**src/rtl/alu_ctrl_pkg.sv**
```systemverilog
// Shared definitions for the ALU request arbiter: FSM encoding, opcodes and
// default widths.
package alu_ctrl_pkg;

    typedef enum logic [1:0] {
        ST_IDLE = 2'd0,
        ST_EXEC = 2'd1,
        ST_RESP = 2'd2
    } state_t;

    localparam logic [1:0] OP_ADD = 2'b00;
    localparam logic [1:0] OP_SUB = 2'b01;
    localparam logic [1:0] OP_MUL = 2'b10;
    localparam logic [1:0] OP_AND = 2'b11;

    localparam int DEF_IN_W     = 4;
    localparam int DEF_OUT_W    = 8;
    localparam int DEF_ALU_WAIT = 1;
    localparam int DEF_CNT_W    = 16;

    // Settle counter width; ALU_WAIT is limited to 1..15.
    localparam int WAIT_W = 4;

endpackage

```
**src/rtl/rr_arb2.sv**
```systemverilog
// Two-input round-robin grant. Grant is combinational; the last winner is
// remembered only when the caller reports that a grant was actually taken.
module rr_arb2 (
    input  logic       clk,
    input  logic       rst_n,
    input  logic [1:0] req,
    input  logic       accept,
    output logic [1:0] gnt,
    output logic       gnt_id
);

    logic last_grant;

    // Requester 1 wins when alone, or when both ask and 0 won last time.
    always_comb begin
        gnt_id = req[1] & (~req[0] | ~last_grant);
        gnt    = 2'b00;
        if (req != 2'b00) begin
            gnt[gnt_id] = 1'b1;
        end
    end

    // NOTE: sequential state uses non-blocking assignments so every flop
    // samples pre-edge values, independent of process ordering.
    always_ff @(posedge clk or negedge rst_n) begin
        if (!rst_n) begin
            last_grant <= 1'b1;
        end else if (accept) begin
            last_grant <= gnt_id;
        end
    end

endmodule

```
**src/rtl/alu_req_arbiter.sv**
```systemverilog
// Shares one external combinational ALU between two requesters: round-robin
// accept, registered ALU drive, settle wait, then a valid/ready response.
module alu_req_arbiter
    import alu_ctrl_pkg::*;
#(
    parameter int IN_W     = DEF_IN_W,
    parameter int OUT_W    = DEF_OUT_W,
    parameter int ALU_WAIT = DEF_ALU_WAIT,
    parameter int CNT_W    = DEF_CNT_W
) (
    input  logic             clk,
    input  logic             rst_n,
    input  logic             req0_valid,
    output logic             req0_ready,
    input  logic [1:0]       req0_sel,
    input  logic [IN_W-1:0]  req0_a,
    input  logic [IN_W-1:0]  req0_b,
    input  logic             req1_valid,
    output logic             req1_ready,
    input  logic [1:0]       req1_sel,
    input  logic [IN_W-1:0]  req1_a,
    input  logic [IN_W-1:0]  req1_b,
    output logic [1:0]       alu_sel,
    output logic [IN_W-1:0]  alu_a,
    output logic [IN_W-1:0]  alu_b,
    input  logic [OUT_W-1:0] alu_out,
    output logic             rsp_valid,
    input  logic             rsp_ready,
    output logic             rsp_id,
    output logic [OUT_W-1:0] rsp_data,
    output logic             busy,
    output logic [CNT_W-1:0] ops_done
);

    if (ALU_WAIT < 1 || ALU_WAIT > 15) begin : g_bad_wait
        $error("alu_req_arbiter: ALU_WAIT must be in 1..15");
    end

    state_t            state;
    state_t            state_nxt;
    logic [WAIT_W-1:0] wait_cnt;
    logic [1:0]        gnt;
    logic              gnt_id;
    logic              accept;
    logic              capture;
    logic              rsp_fire;

    // Grants only count in IDLE, so an in-flight op blocks new accepts.
    assign accept   = (state == ST_IDLE) && (req0_valid || req1_valid);
    assign capture  = (state == ST_EXEC) && (wait_cnt == WAIT_W'(1));
    assign rsp_fire = (state == ST_RESP) && rsp_ready;

    rr_arb2 u_arb (
        .clk    (clk),
        .rst_n  (rst_n),
        .req    ({req1_valid, req0_valid}),
        .accept (accept),
        .gnt    (gnt),
        .gnt_id (gnt_id)
    );

    always_ff @(posedge clk or negedge rst_n) begin
        if (!rst_n) begin
            state <= ST_IDLE;
        end else begin
            state <= state_nxt;
        end
    end

    // NOTE: every combinational output gets a default first, so no path
    // through the case leaves it unassigned and infers a latch.
    always_comb begin
        state_nxt = state;
        unique case (state)
            ST_IDLE: if (accept)   state_nxt = ST_EXEC;
            ST_EXEC: if (capture)  state_nxt = ST_RESP;
            ST_RESP: if (rsp_fire) state_nxt = ST_IDLE;
            default:               state_nxt = ST_IDLE;
        endcase
    end

    always_comb begin
        req0_ready = (state == ST_IDLE) && gnt[0];
        req1_ready = (state == ST_IDLE) && gnt[1];
        busy       = (state != ST_IDLE);
    end

    always_ff @(posedge clk or negedge rst_n) begin
        if (!rst_n) begin
            alu_sel   <= '0;
            alu_a     <= '0;
            alu_b     <= '0;
            rsp_id    <= 1'b0;
            rsp_data  <= '0;
            rsp_valid <= 1'b0;
            wait_cnt  <= '0;
            ops_done  <= '0;
        end else begin
            // ALU inputs change only on accept, so they are stable through EXEC.
            if (accept) begin
                alu_sel  <= gnt_id ? req1_sel : req0_sel;
                alu_a    <= gnt_id ? req1_a   : req0_a;
                alu_b    <= gnt_id ? req1_b   : req0_b;
                rsp_id   <= gnt_id;
                wait_cnt <= WAIT_W'(ALU_WAIT);
            end else if (state == ST_EXEC) begin
                wait_cnt <= wait_cnt - WAIT_W'(1);
            end

            if (capture) begin
                rsp_data  <= alu_out;
                rsp_valid <= 1'b1;
            end else if (rsp_fire) begin
                rsp_valid <= 1'b0;
            end

            if (rsp_fire && (ops_done != '1)) begin
                ops_done <= ops_done + CNT_W'(1);
            end
        end
    end

endmodule

```
**config.mk**
```make
export PLATFORM = sky130hd
export DESIGN_NAME = alu_req_arbiter
export DESIGN_NICKNAME = d
export VERILOG_FILES = /design/src/rtl/alu_ctrl_pkg.sv /design/src/rtl/rr_arb2.sv /design/src/rtl/alu_req_arbiter.sv
export SDC_FILE = /design/constraint.sdc
export NUM_CORES = 1
export LEC_CHECK = 0
export CELL_PAD_IN_SITES_DETAIL_PLACEMENT = 1
export CELL_PAD_IN_SITES_GLOBAL_PLACEMENT = 2
export CORE_MARGIN = 2
export CORE_UTILIZATION = 25
export DETAILED_ROUTE_END_ITERATION = 6
export MAX_ROUTING_LAYER = met4
export PLACE_DENSITY_LB_ADDON = 0.15
export SYNTH_ARGS = -nofsm -noshare
export SYNTH_HDL_FRONTEND = slang
export SYNTH_SLANG_ARGS = --single-unit
```
**constraint.sdc**
```tcl
create_clock -name clk -period 1.7 [get_ports clk]
set_input_delay 0.34 -clock clk [delete_from_list [all_inputs] [get_ports clk]]
set_output_delay 0.34 -clock clk [all_outputs]
set_load 0.01 [all_outputs]
```
---- Word-level counts from Yosys, hierarchy flattened ----
Cells that the tools add are included.
storage, ports and cells
  register bits ........................... 43
  bits of input ports ..................... 33
  output and inout port bits .............. 39
cells by class
  reductions and logical operators ........ 14
  $add $sub $neg .......................... 2
  eq/ne operators ......................... 7
  order comparisons ....................... 2
  mux-type cells .......................... 14
  bitwise logic cells ..................... 4
operators by type and width
  kind                                                       number
  adder 16 x 1 -> 16 bit (second input constant)             1
  two-way mux 4 bit                                          4
  != test 16 bit (second input constant)                     1
  two-way mux 2 bit                                          5
  nonzero test 2 bit                                         4
  logical AND 1 bit                                          7
  != test 2 bit (second input constant)                      3
  case mux 2 bit (3 select lines)                            1
  == test 4 x 1 -> 1 bit (second input constant)             1
  subtractor 4 x 1 -> 4 bit (second input constant)          1
  two-way mux 1 bit                                          3
  AND reduction 3 bit                                        1
  == test 2 x 1 -> 1 bit (second input constant)             1
  == test 2 bit (second input constant)                      1
  logical NOT 2 bit                                          1
  < comparator 1 x 2 -> 1 bit (second input constant)        1
  NOT 1 bit                                                  2
  bitwise AND 1 bit                                          1
  demux 1 bit (select 1 bit)                                 1
  greater-or-equal comparator 1 bit (second input constant)  1
  logical OR 1 bit                                           1
  OR 1 bit                                                   1

---- Depth between registers and ports, before layout ----
  depth in word-level cells ............... 9
  depth in mapped cells ................... 6
  gate-level depth less buffers ........... 5

---- Hierarchy ----
A second synthesis with hierarchy kept.
second synthesis, totals
  cell total of the unflattened synthesis .. 176
  area total of the unflattened synthesis .. 1,998.2 um^2
modules (own cells, without submodules)
  module           sequential area each (um^2)  cells each  area an instance (um^2)  times used
  alu_req_arbiter  1,051.0                      170         1,926.8                  1
  rr_arb2          26.3                         6           71.3                     1

---- Worst setup path after synthesis ----
No wires, ideal clock.
  path kind ............................... register to register
  start point ............................. register ops_done[0]
  end point ............................... register ops_done[1]
  setup slack ............................. 0.055 ns
  cell stages (with the launch flop) ...... 6
  path buffers ............................ 0
  data required time ...................... 1.575 ns
  arrival ................................. 1.520 ns
  cell sequence ........................... dfrtp_1 ha_1 nand3_1 nor4_4 nor2_2 mux2_4
between the ends
  word-level cells in the longest chain between the ends .. 2
  elaborated cells on any way between the ends .. 3
  those cells by class .................... 1 x add/sub; 1 x eq/ne; 1 x reduce/logical
ends and longest elaborated chain
  what                                                                            RTL line                text
  from (decl)                                                                     alu_req_arbiter.sv:32   output logic [CNT_W-1:0] ops_done
  from (signal assigned)                                                          alu_req_arbiter.sv:118  ops_done <= ops_done + CNT_W'(1);
  parallel branches: the longest is 2 deep, another holds adder 16 x 1 -> 16 bit  n/a
Several ways; the timed one is not identified.
A chain may end at the register's enable or synchronous reset.

---- Worst setup path in the final report ----
  start point ............................. register ops_done[13]
  end point ............................... output port ops_done[13]
No word-level cell between the ends.

==> qor.yml <==
clock_tree:
  cts_root_buf: "clkbuf_8"
  cts_buffers: 5
  cts.sinks: 43
  cts.clk_slew.worst_paths_ns: 0.08
  clk_latency_ns: 0.29
  cts-htree-levels: 2
  tritoncts: "done"
  cts_buffer_depth: 2
timing:
  drv_slew: 0
  finalSetupViolations: 0
  worst_slew_margin_rel_pct: 73.0
  post-route-period-util_pct: 98.2
  timing.final.ws_setup_ns: 0.0300
  setup_tns_ns: 0
  min_period_ns: 1.67
  fin_skew_ns: 0.00782
  hold_violations: 0
  worst_pin_slew_ns: 0.405
  whs_ns: 0.479
  clock.fmax_ghz: 0.599
placement:
  gp_congestion: 0.703
  placed_cell_area_mm2: 0.00298
  place_ws_ns: -0.431
  place_inst: 366
  portBuffers: 71
  dp_hpwl_mm: 4.01
pwr:
  switching_share_pct: 32.2
  total_power_mw: 4.20
  p_int_mw: 2.85
  clock_power_share_pct: 17.0
  vdd_ir_drop_max_mv: 0.466
  p_switching_mw: 1.35
  power_density_mw_per_mm2: 1350
  combPwrFrac_pct: 45.2
  p_leak_nw: 1.41
  power_frac_seq_pct: 37.8
grt:
  antenna_found_initial: 0
  grt_pass1_wl_mm: 8.87
  grt_overflow_total: 0
  grt_max_degree: 25
  grt_pass1_vias: 1783
  grt.total_usage_pct: 13.3
drt:
  first_pass_iters: 6
  remaining_drc_errors: 0
  drt-total-wl_mm: 5.23
  vias_per_cell: 4.47
  vias: 1679
  wl_met3_um: 144
  met2_length_mm: 2.56
  wl_per_cell_um: 13.9
  highest_layer: "met4"
  drtAntennaViolNets: 0
  drt-initial-drc-count: 25
  met1Wirelength_mm: 2.47
synthesis:
  ys_warn_count: 0
  netlist_area_mm2: 0.00196
  synth_edf_count: 0
  synth-seq-area-share_pct: 54.9
  async_reset_ff_share_pct: 100
  syn_inst: 172
  yosysTopAreaCell: "dfrtp_1"
  synth_ff_type: "dfrtp_1"
  syn_nets: 208
  synth.area.top_cells: "dfrtp_1 54%, mux2_2 5.2%, mux2i_1 4.1%, o21ai_0 3.6%, xnor2_1 3.1%"
  syn_avg_cell_area_um2: 11.4
  ys_types: 36
  synth-seq-cells: 43
  yosysTopAreaCellShare_pct: 53.5
floorplanning:
  die_w_um: 92.6
  start_util_pct: 25.7
  fp.dieH_um: 92.6
  core_area_mm2: 0.00765
  ios: 72
  dieArea_mm2: 0.00858
  fp-row-count: 32
min_path:
  min_path_type: "register to register"
cells_and_area:
  antenna_cells: 0
  final_core_util_pct: 40.9
  drive_gt1_share_pct: 22.3
  syn_to_final_growth_pct: 59.2
  fin_cells: 376
  design_area_mm2: 0.00313
  nets: 309
  final_cell_mix: "65 x clkdlybuf4s50_1, 37 x dfrtp_1, 25 x buf_4"
  layout_commonest_cell: "clkdlybuf4s50_1"
critical_path:
  cp_num_buf_inv: 1
  crit_chain: "clkdlybuf4s50_1"
  arrival_ns: 1.33
  worstPathRequired_ns: 1.36
  start_kind: "register"
  end_kind: "output port"
  worst-path-max-fanout: 5
  crit_family: "buffers and inverters"
  critPathKind: "register to output port"
  slowest_delay_ns: 0.58
  slowest_stage: "clkdlybuf4s50_1"
job:
  maxCapViolations: 0
run_status:
  status: "finished clean"
[logic make-up (layout without fill, tap and decap cells)]
logic type / Yosys count / in the layout / synth area share, %
AO/OA/AOI/OAI: 28 / 28 / 8.92
XOR/XNOR: 10 / 10 / 4.46
adder cells (fa/ha/maj): 3 / 3 / 1.91
buffers and inverters: 9 / 111 / 1.98
flip-flops: 43 / 43 / 54.9
multiplexers: 18 / 18 / 10.0
AND/OR/NAND/NOR: 61 / 61 / 17.8
[power groups by stage]
stage	registers (mW)	logic [mW]	clock network, mW
6_report	1.59	1.90	0.715
2_1_floorplan	1.73	0.721	0
3_3_place_gp	1.58	1.92	0
5_1_grt	1.64	2.10	0.788
4_1_cts	1.59	1.96	0.746
3_5_place_dp	1.59	1.95	0
[state kept, by name, indices dropped and copies added, names as in the netlist]
| name | flops |
|---|---|
| ops_done | 16 |
| rsp_data | 8 |
| alu_a | 4 |
| alu_b | 4 |
| wait_cnt | 4 |
| alu_sel | 2 |
| state | 2 |
| rsp_id | 1 |
| rsp_valid | 1 |
| u_arb.last_grant | 1 |
[repair_timing]
item,in CTS,in global routing
pin swaps,0,0
buffers inserted,1,0
resized for setup,14,9
setup endpoints to repair,5,16
endpoints found under the hold margin,13,0
hold buffers,1,0
[final timing paths]
| check | start | end | slack, ns | cells after the start |
|---|---|---|---|---|
| worst max-delay path | ops_done[13]$_DFFE_PN0P_ | ops_done[13] | 0.03 | 1 |
| worst min-delay path | rsp_valid$_DFFE_PN0P_ | rsp_valid$_DFFE_PN0P_ | 0.48 | 2 |
| worst max register to register | state[0]$_DFFE_PN0P_ | ops_done[15]$_DFFE_PN0P_ | 0.07 | 5 |
| worst min register to register | rsp_valid$_DFFE_PN0P_ | rsp_valid$_DFFE_PN0P_ | 0.48 | 2 |
| max in group asynchronous | rst_n | ops_done[3]$_DFFE_PN0P_ | 0.71 | 3 |
| min in group asynchronous | rst_n | wait_cnt[0]$_DFFE_PN0P_ | 0.51 | 2 |
[cell usage after synthesis (2+ instances only)]
cell     count
a21o_1       5
a22o_1       3
and3_1       4
buf_2        4
dfrtp_1     42
ha_1         3
inv_1        5
mux2_2       9
mux2i_1      8
nand2_1     13
nand3_1     11
nand4_1      9
nor2_1       7
nor3_1       5
nor3b_1      2
o21ai_0     14
xnor2_1      7
xor2_1       3
[cell type report]
class,count,area (µm²)
fill,852,4520
tap,102,128
multi-input combinational,120,878
sequential,43,1080
inverter,5,18.8
clock buffer,8,100
timing repair buffer,98,917
[layer usage]
| metal | vias up | GRT usage [%] |
|---|---|---|
| li1 | 820 | - |
| met1 | 830 | 17.4 |
| met2 | 24 | 21.0 |
| met3 | 5 | 2.77 |
| met4 | 0 | 3.68 |
| met5 | - | - |
Note: power is estimated with default switching activity, not from simulation.
